===== config.mk =====
export PLATFORM = sky130hd
export DESIGN_NAME = fifo_write
export DESIGN_NICKNAME = d
export VERILOG_FILES = /design/src/rtl/fifo_write.sv
export SDC_FILE = /design/constraint.sdc
export NUM_CORES = 1
export LEC_CHECK = 0
export BUFFER_PORTS_ARGS = -buffer_cell sky130_fd_sc_hd__buf_2
export CAP_MARGIN = 10
export CORE_MARGIN = 4
export CORE_UTILIZATION = 53
export DETAILED_ROUTE_END_ITERATION = 12
export PLACE_DENSITY_LB_ADDON = 0.15
export SLEW_MARGIN = 20
export SYNTH_ARGS = -nofsm -noshare
export SYNTH_HDL_FRONTEND = slang
export SYNTH_SLANG_ARGS = --single-unit

===== constraint.sdc =====
create_clock -name w_clk -period 4.5 [get_ports w_clk]
set_input_delay 1.35 -clock w_clk [delete_from_list [all_inputs] [get_ports w_clk]]
set_output_delay 1.35 -clock w_clk [all_outputs]
set_load 0.01 [all_outputs]

===== src/rtl/fifo_write.sv =====
// -----------------------------------------------------------------------------
// fifo_write
// Write-side control for the asynchronous FIFO. Owns the binary write pointer,
// brings the read pointer into the write clock domain through a two-flop
// synchronizer, and produces full / almost-full / occupancy status. The memory
// write strobe is gated so the storage array is never written past capacity.
//
// Optional feature macro: FIFO_WR_OVF_EN
//   When defined, adds a sticky overflow flag and a saturating 8-bit drop
//   counter. When undefined, those ports and their logic are absent and
//   dropped writes are silent.
//
// Ports:
//   w_clk          in   write clock
//   wresetn        in   asynchronous active-low reset
//   flush          in   synchronous clear of the write side
//   wr_enable      in   write request from the producer
//   read_ptr       in   binary read pointer from fifo_read (PTR_WIDTH+1 bits)
//   fifo_wr_enable out  memory write strobe (combinational)
//   full           out  FIFO full
//   almost_full    out  free slots <= AF_MARGIN
//   write_ptr      out  binary write pointer; address is write_ptr[PTR_WIDTH-1:0]
//   wr_count       out  occupancy as seen from the write domain
//   overflow       out  sticky drop flag      (FIFO_WR_OVF_EN only)
//   ovf_count      out  saturating drop count (FIFO_WR_OVF_EN only)
// -----------------------------------------------------------------------------
module fifo_write #(
    parameter int DATA_WIDTH  = 8,
    parameter int PTR_WIDTH   = 4,
    parameter int DEPTH_WIDTH = 16,
    parameter int AF_MARGIN   = 2
) (
    input  logic                 w_clk,
    input  logic                 wresetn,
    input  logic                 flush,
    input  logic                 wr_enable,
    input  logic [PTR_WIDTH:0]   read_ptr,
    output logic                 fifo_wr_enable,
    output logic                 full,
    output logic                 almost_full,
    output logic [PTR_WIDTH:0]   write_ptr,
    output logic [PTR_WIDTH:0]   wr_count
`ifdef FIFO_WR_OVF_EN
    ,
    output logic                 overflow,
    output logic [7:0]           ovf_count
`endif
);

    localparam int               AF_THRESH_I = DEPTH_WIDTH - AF_MARGIN;
    localparam logic [PTR_WIDTH:0] AF_THRESH = AF_THRESH_I[PTR_WIDTH:0];
    localparam logic [PTR_WIDTH:0] PTR_ONE   = {{PTR_WIDTH{1'b0}}, 1'b1};
    localparam logic [PTR_WIDTH:0] PTR_ZERO  = {(PTR_WIDTH+1){1'b0}};

    logic [PTR_WIDTH:0] rptr_s1;
    logic [PTR_WIDTH:0] rptr_s2;
    logic [PTR_WIDTH:0] write_ptr_r;
    logic [PTR_WIDTH:0] wr_count_s;
    logic               full_s;
    logic               almost_full_s;
    logic               fifo_wr_enable_s;

    // Two-flop synchronizer carrying the read pointer into the write domain.
    always_ff @(posedge w_clk or negedge wresetn) begin
        if (!wresetn) begin
            rptr_s1 <= PTR_ZERO;
            rptr_s2 <= PTR_ZERO;
        end else begin
            rptr_s1 <= read_ptr;
            rptr_s2 <= rptr_s1;
        end
    end

    // Status decode and write strobe; all status uses the synchronized pointer.
    always_comb begin
        full_s           = 1'b0;
        almost_full_s    = 1'b0;
        fifo_wr_enable_s = 1'b0;
        wr_count_s       = write_ptr_r - rptr_s2;

        // Full: same slot index, opposite lap.
        if ((write_ptr_r[PTR_WIDTH] != rptr_s2[PTR_WIDTH]) &&
            (write_ptr_r[PTR_WIDTH-1:0] == rptr_s2[PTR_WIDTH-1:0])) begin
            full_s = 1'b1;
        end else begin
            full_s = 1'b0;
        end

        if (full_s || (wr_count_s >= AF_THRESH)) begin
            almost_full_s = 1'b1;
        end else begin
            almost_full_s = 1'b0;
        end

        fifo_wr_enable_s = wr_enable && !full_s && !flush;
    end

    // Write pointer: flush wins, otherwise advance on an accepted write.
    always_ff @(posedge w_clk or negedge wresetn) begin
        if (!wresetn) begin
            write_ptr_r <= PTR_ZERO;
        end else if (flush) begin
            write_ptr_r <= PTR_ZERO;
        end else if (fifo_wr_enable_s) begin
            write_ptr_r <= write_ptr_r + PTR_ONE;
        end else begin
            write_ptr_r <= write_ptr_r;
        end
    end

`ifdef FIFO_WR_OVF_EN
    logic       overflow_r;
    logic [7:0] ovf_count_r;
    logic       drop_s;

    assign drop_s = wr_enable && full_s && !flush;

    // Sticky drop flag and saturating drop counter.
    always_ff @(posedge w_clk or negedge wresetn) begin
        if (!wresetn) begin
            overflow_r  <= 1'b0;
            ovf_count_r <= 8'd0;
        end else if (flush) begin
            overflow_r  <= 1'b0;
            ovf_count_r <= 8'd0;
        end else if (drop_s) begin
            overflow_r  <= 1'b1;
            ovf_count_r <= (ovf_count_r == 8'hFF) ? 8'hFF : (ovf_count_r + 8'd1);
        end else begin
            overflow_r  <= overflow_r;
            ovf_count_r <= ovf_count_r;
        end
    end

    assign overflow  = overflow_r;
    assign ovf_count = ovf_count_r;
`endif

    assign fifo_wr_enable = fifo_wr_enable_s;
    assign full           = full_s;
    assign almost_full    = almost_full_s;
    assign write_ptr      = write_ptr_r;
    assign wr_count       = wr_count_s;

endmodule


==> flow_summary.yaml, run 1 <==
outcome:
  run_status: "complete, no violations"
clocking:
  clk_path_buf_depth: 2
  cts_hold_buf: 0
  cts_tree: "yes"
  h-tree-depth: 1
  cts.sinks: 15
  insertion_delay_ns: 0.27
  cts_made_buffers: 3
  post-cts-setup-buffers: 0
  clk_pin_slew_ns: 0.09
  cts_root_buf: "clkbuf_4"
  cts_resized: 0
global_route:
  grt_max_degree: 16
  grt_pass1_wl_um: 2080
  antenna_found_initial: 0
  grt_pass1_vias: 497
  overflow: 0
  grt_util_all_layers_pct: 13.6
synth:
  synth_area_leaders: "dfrtp_1, ha_1, mux2_1, a21oi_1, nor2_1"
  yosys.area.top_type_share_pct: 48.8
  syn_area_per_cell_um2: 11.2
  synth_cells: 69
  synth_warnings: 0
  ys_seq_area_share_pct: 48.8
  synth_nets: 84
  synth_area_um2: 769
  synth_top_area_cell: "dfrtp_1"
  yosysUniqueCellTypes: 26
  synth_seq_cells: 15
pwr:
  p_int_uw: 200
  comb_power_share_pct: 20.0
  clock_power_share_pct: 26.5
  p_sw_uw: 72.3
  power_leakage_uw: 0.000485
  p_sw_share_pct: 26.6
  ir_worst_vdd_mv: 0.230
  power_density_mw_per_mm2: 297
  power_frac_seq_pct: 53.5
setup_path:
  crit_required_ns: 3.15
  crit_top_cell: "inv_1"
  slowest_delay_ns: 0.43
  cp.arrival_ns: 2.07
  path_max_fanout: 5
  crit_chain: "inv_1 > ha_1 > inv_1 > fa_1 > xor2_1 > nand2_1 > o32ai_1 > buf_2"
  start_kind: "flop"
  end_kind: "output port"
  slowest_stage: "dfrtp_1"
  critPathKind: "reg -> out"
drt:
  ant_nets: 0
  vias: 546
  wl_per_cell_um: 11.2
  avgViaCountPerCell: 5.06
  routed_wl_um: 1210
  drt_pre_antenna_iters: 4
  first_iter_violations: 4
  drcViolationCount: 0
timing:
  setup_tns_ns: 0
  finalSetupViolCount: 0
  finalHoldViolCount: 0
  min_period_ns: 3.42
  finalMaxSlewViolations: 0
  post-route-period-util_pct: 76.0
  finClkSkew_ns: 0.0147
  worst_slack_ns: 1.08
  slew_headroom_pct: 77.7
  rsz0062_at_grt: "no"
  worst_pin_slew_ns: 0.334
  max_freq_ghz: 0.292
cells_and_area:
  nNetsFinal: 109
  layout-drive-gt1-share_pct: 30.1
  stdcell_count: 108
  diodes: 0
  utilization_pct: 68.7
  area_delta_synth_final_pct: 19.0
  fillers: 107
floorplanning:
  die_h_um: 46.1
  die_area_mm2: 0.00213
  die_w_um: 46.1
  row_count: 13
  coreArea_mm2: 0.00133
  ios: 22
  start_util_pct: 57.7
place:
  gp_congestion: 0.765
  numPlacedInstances: 104
  port_buffers: 21
  pre_cts_slack_ns: 1.16
  hpwl_um: 1010
job:
  drv_cap: 0
hold_path:
  hold_path.class: "reg -> reg"
[path summary, 6_finish.rpt]
kind	cells past startpoint	slack, ns	end	startpoint
max	8	1.08	almost_full	write_ptr[0]$_DFFE_PN0P_
min	0	0.35	rptr_s2[2]$_DFF_PN0_	rptr_s1[2]$_DFF_PN0_
max reg2reg	5	2.79	write_ptr[0]$_DFFE_PN0P_	write_ptr[0]$_DFFE_PN0P_
min reg2reg	0	0.35	rptr_s2[2]$_DFF_PN0_	rptr_s1[2]$_DFF_PN0_
max in group asynchronous	1	3.29	rptr_s2[2]$_DFF_PN0_	wresetn
min in group asynchronous	1	0.95	write_ptr[4]$_DFFE_PN0P_	wresetn
[registers in the layout (all words and copies together), names as in the netlist]
register / cells
rptr_s1: 5
rptr_s2: 5
write_ptr: 5
[cells in the mapped netlist]
| cell | count |
|---|---|
| fa_1 | 1 |
| and2_1 | 1 |
| nand4_1 | 3 |
| and4_4 | 1 |
| nand3_1 | 1 |
| xor2_1 | 1 |
| nand3b_1 | 1 |
| o32ai_1 | 1 |
| mux2_4 | 1 |
| a21boi_2 | 1 |
| ha_1 | 5 |
| and4_1 | 1 |
| nor2_1 | 7 |
| nand2b_1 | 2 |
| xor2_2 | 1 |
| dfrtp_1 | 15 |
| mux2_1 | 3 |
| inv_1 | 6 |
| nand2_1 | 2 |
| and3b_1 | 1 |
| a21oi_1 | 6 |
| nor2b_1 | 4 |
| and3_1 | 1 |
| mux2i_1 | 1 |
| a21boi_0 | 1 |
| clkbuf_1 | 1 |
[cells in the final DEF (no fill, tap or decap), drive strengths merged]
cell type / instances
and4: 2
and2: 1
nor2: 7
mux2: 4
and3b: 1
a21boi: 2
nand2b: 2
xor2: 2
nor2b: 4
nand2: 2
and3: 1
clkbuf: 4
nand3b: 1
dfrtp: 15
buf: 21
ha: 5
nand3: 1
nand4: 3
inv: 6
mux2i: 1
fa: 1
o32ai: 1
a21oi: 6
[through the flow]
step / instance area, um2 / total power, uW / hold WS [ns]
floorplan: 769 / 182 / 0.331
global placement: 890 / 203 / 0.332
detailed placement: 890 / 204 / 0.340
CTS: 916 / 275 / 0.358
global route: 916 / 291 / 0.371
finish: 916 / 272 / 0.354
[per-layer routing]
layer  share of wire, %  GRT usage (%)
met4                  0           4.55
met3                7.1           5.08
met2                 45           21.7
met5                  0              0
met1                 47           16.8
[logic make-up (layout without fill, tap and decap cells)]
logic type | after synthesis | count (layout) | synth area share (%)
AO/OA/AOI/OAI | 9 | 9 | 7.48
XOR/XNOR | 2 | 2 | 3.25
adder cells (fa/ha/maj) | 6 | 6 | 10.7
buffers and inverters | 7 | 31 | 3.41
flip-flops | 15 | 15 | 48.8
multiplexers | 5 | 5 | 7.64
AND/OR/NAND/NOR | 25 | 25 | 18.7
[power by group through the flow]
stage                     Clock, uW  Combinational [uW]  Sequential, uW
after floorplan                   0                34.1             148
after global placement            0                54.5             148
after detailed placement          0                55.4             148
after CTS                      74.0                55.5             146
after global routing           82.5                61.5             147
final                          72.1                54.5             146
[critical path: cells and delay by family (launching register included)]
family                   cells  cell delay [ns]
adder cells (fa/ha/maj)      2             0.56
buffers and inverters        3             0.32
flip-flops                   1             0.43
XOR/XNOR                     1             0.19
AND/OR/NAND/NOR              1             0.07
AO/OA/AOI/OAI                1             0.21
[final cells by class]
class | count | area (um2) | share of cell area [%]
Inverter | 6 | 22.5 | 2.46
Timing Repair Buffer | 21 | 105 | 11.5
Multi-Input combinational cell | 47 | 368 | 40.2
Tap cell | 15 | 18.8 | 2.05
Sequential cell | 15 | 375 | 41.0
Clock buffer | 4 | 26.3 | 2.87
Note: power is estimated with default switching activity, not from simulation.
==> run 2: changes to the inputs <==
ABC_AREA = 1   (was default)
CORE_UTILIZATION = 49   (was 53)
clock period = 3.2 ns   (was 4.5 ns; I/O delays follow)
==> run 2 against run 1 <==
Effect of this change:
- power is 42% higher
- core utilization is 6.7 points lower
- clock-buffer cell count unchanged
- largest power group unchanged
- sequential power rose by 40%
- sequential cell count unchanged
- die area increased by 8.2%
==> flow_summary.yaml, run 2 <==
global_route:
  grt_pass1_vias: 570
  grt_max_degree: 16
  overflow: 0
  grt_pass1_wl_um: 2280
  grt_util_all_layers_pct: 14.5
  antenna_found_initial: 0
pwr:
  p_sw_uw: 110
  power.total_uw: 387
  p_sw_share_pct: 28.4
  comb_power_share_pct: 19.1
  ir_worst_vdd_mv: 0.279
  power_leakage_uw: 0.000547
  clock_power_share_pct: 27.9
  power_frac_seq_pct: 52.9
  p_int_uw: 277
  power_density_mw_per_mm2: 414
synth:
  syn_area_per_cell_um2: 8.69
  synth_cells: 90
  synth_area_um2: 782
  synth_warnings: 0
  synth_top_area_cell: "dfrtp_1"
  synth_commonest_cells: "nand2_1, dfrtp_1, inv_1, nand3_1"
  synth_seq_cells: 15
  yosysUniqueCellTypes: 18
  yosysMostFrequentCell: "nand2_1"
  synth-async-reset-ratio_pct: 100
  yosys.area.top_type_share_pct: 48.0
  synth_nets: 105
  synth-edff-count: 0
  ys_seq_area_share_pct: 48.0
  synth_area_leaders: "dfrtp_1, nand2_1, ha_1, nand3_1, inv_1"
  synth_ff_type: "dfrtp_1"
clocking:
  clk_path_buf_depth: 2
  cts_hold_buf: 0
  post-cts-setup-buffers: 0
  cts_root_buf: "clkbuf_4"
  insertion_delay_ns: 0.28
  cts.sinks: 15
  cts_tree: "yes"
  clk_pin_slew_ns: 0.08
  cts_resized: 0
  cts_made_buffers: 3
  h-tree-depth: 1
drt:
  first_iter_violations: 11
  routed_wl_um: 1450
  vias: 663
  ant_nets: 0
  drcViolationCount: 0
  drt_pre_antenna_iters: 6
  wl_per_cell_um: 11.0
  avgViaCountPerCell: 5.06
setup_path:
  path_max_fanout: 5
  rrSetupSlack_ns: 1.61
  crit_required_ns: 2.24
  reg2reg_to: "write_ptr[3]$_DFFE_PN0P_"
  r2r_start: "write_ptr[2]$_DFFE_PN0P_"
  end_kind: "output port"
  ff2ff_path_depth: 8
  start_kind: "flop"
  cp.arrival_ns: 2.06
  critPathKind: "reg -> out"
hold_path:
  hold_path.class: "reg -> reg"
  whs_path_depth: 0
  whs_endpoint: "rptr_s2[0]$_DFF_PN0_"
  min_from: "rptr_s1[0]$_DFF_PN0_"
cells_and_area:
  fillers: 126
  layout_commonest_cell: "nand2_1"
  layout-drive-gt1-share_pct: 27.0
  final_cell_mix: "nand2_1, buf_2, dfrtp_1"
  area_delta_synth_final_pct: 19.4
  nNetsFinal: 131
  diodes: 0
timing:
  finalSetupViolCount: 0
  post-route-period-util_pct: 94.4
  worst_pin_slew_ns: 0.329
  rsz0062_at_grt: "no"
  min_period_ns: 3.02
  finalHoldViolCount: 0
  finalMaxSlewViolations: 0
  setup_tns_ns: 0
  finClkSkew_ns: 0.00173
  max_freq_ghz: 0.331
  slew_headroom_pct: 78.1
floorplanning:
  ios: 22
  start_util_pct: 51.9
  die_h_um: 48.0
  die_w_um: 48.0
  row_count: 14
  coreArea_mm2: 0.00151
  die_area_mm2: 0.00230
place:
  gp_congestion: 0.796
  port_buffers: 21
  hpwl_um: 1120
outcome:
  run_status: "complete, no violations"
job:
  drv_cap: 0
==> run 2: cell count changes in the layout (fill, tap and decap cells not counted), moves of 2 or more <==
cell	delta
nand2_1	+26
nand3_1	+8
a21oi_1	-4
inv_1	+4
nor2b_1	-4
mux2_1	-3
nand2_2	+3
nand2b_1	-2
nor2_1	-2
==> run 2: per-layer routing <==
metal  wire length, um  vias to the layer above  track usage (%)
li1                  -                      341                -
met1               622                      285             18.7
met2               665                       32             22.2
met3               115                        5             2.26
met4                43                        0             9.68
met5                 0                        -                0
==> run 2: cells by family (layout without fill, tap and decap cells) <==
kind of cell / Yosys count / count (layout) / share of synthesized area [%]
AND/OR/NAND/NOR: 54 / 54 / 32.8
AO/OA/AOI/OAI: 3 / 3 / 2.24
buffers and inverters: 11 / 36 / 5.28
XOR/XNOR: 1 / 1 / 1.12
flip-flops: 15 / 15 / 48.0
adder cells (fa/ha/maj): 6 / 6 / 10.6
==> run 2: area by class of cell <==
cell class,count,area (um2),area share [%]
Sequential cell,15,375,40.2
Timing Repair Buffer,21,105,11.3
Multi-Input combinational cell,64,365,39.1
Tap cell,16,20.0,2.14
Clock buffer,4,26.3,2.82
Inverter,11,41.3,4.42
==> run 2: worst max-delay path, cell delays in order, from the launching register on <==
cell and delay [ns]:
dfrtp_1 0.43, inv_1 0.12, ha_1 0.15, inv_1 0.06, fa_1 0.40, nand2_1 0.09
inv_1 0.04, nor2_1 0.11, nand2_1 0.05, nand3b_1 0.15, nand2_1 0.06, buf_2 0.12
==> run 2: how the worst max path moves through the flow <==
stage	startpoint	to	slack, ns	cells past startpoint
after global placement	write_ptr[0]$_DFFE_PN0P_	almost_full	0.58	11
final	write_ptr[0]$_DFFE_PN0P_	almost_full	0.18	11
after floorplan	write_ptr[0]$_DFFE_PN0P_	almost_full	0.52	10
after global routing	write_ptr[0]$_DFFE_PN0P_	almost_full	0.02	11
after CTS	write_ptr[0]$_DFFE_PN0P_	almost_full	0.17	11
after detailed placement	write_ptr[0]$_DFFE_PN0P_	almost_full	0.50	11
==> run 2: per-stage QoR <==
step	instances	setup slack, ns	instance area [um2]	util (%)	hold WS, ns
after floorplan	90	0.522	782	-	0.331
after global placement	127	0.577	907	60.2	0.332
after detailed placement	127	0.500	907	60.2	0.335
after CTS	131	0.174	933	62.0	0.354
after global routing	131	0.0166	933	62.0	0.367
final	131	0.180	933	62.0	0.353
==> run 2: power groups by stage <==
stage	clock network, uW	registers [uW]	logic (uW)
floorplan	0	208	45.2
global placement	0	208	74.8
detailed placement	0	208	74.9
CTS	111	205	75.3
global route	118	206	84.4
finish	108	205	74.0
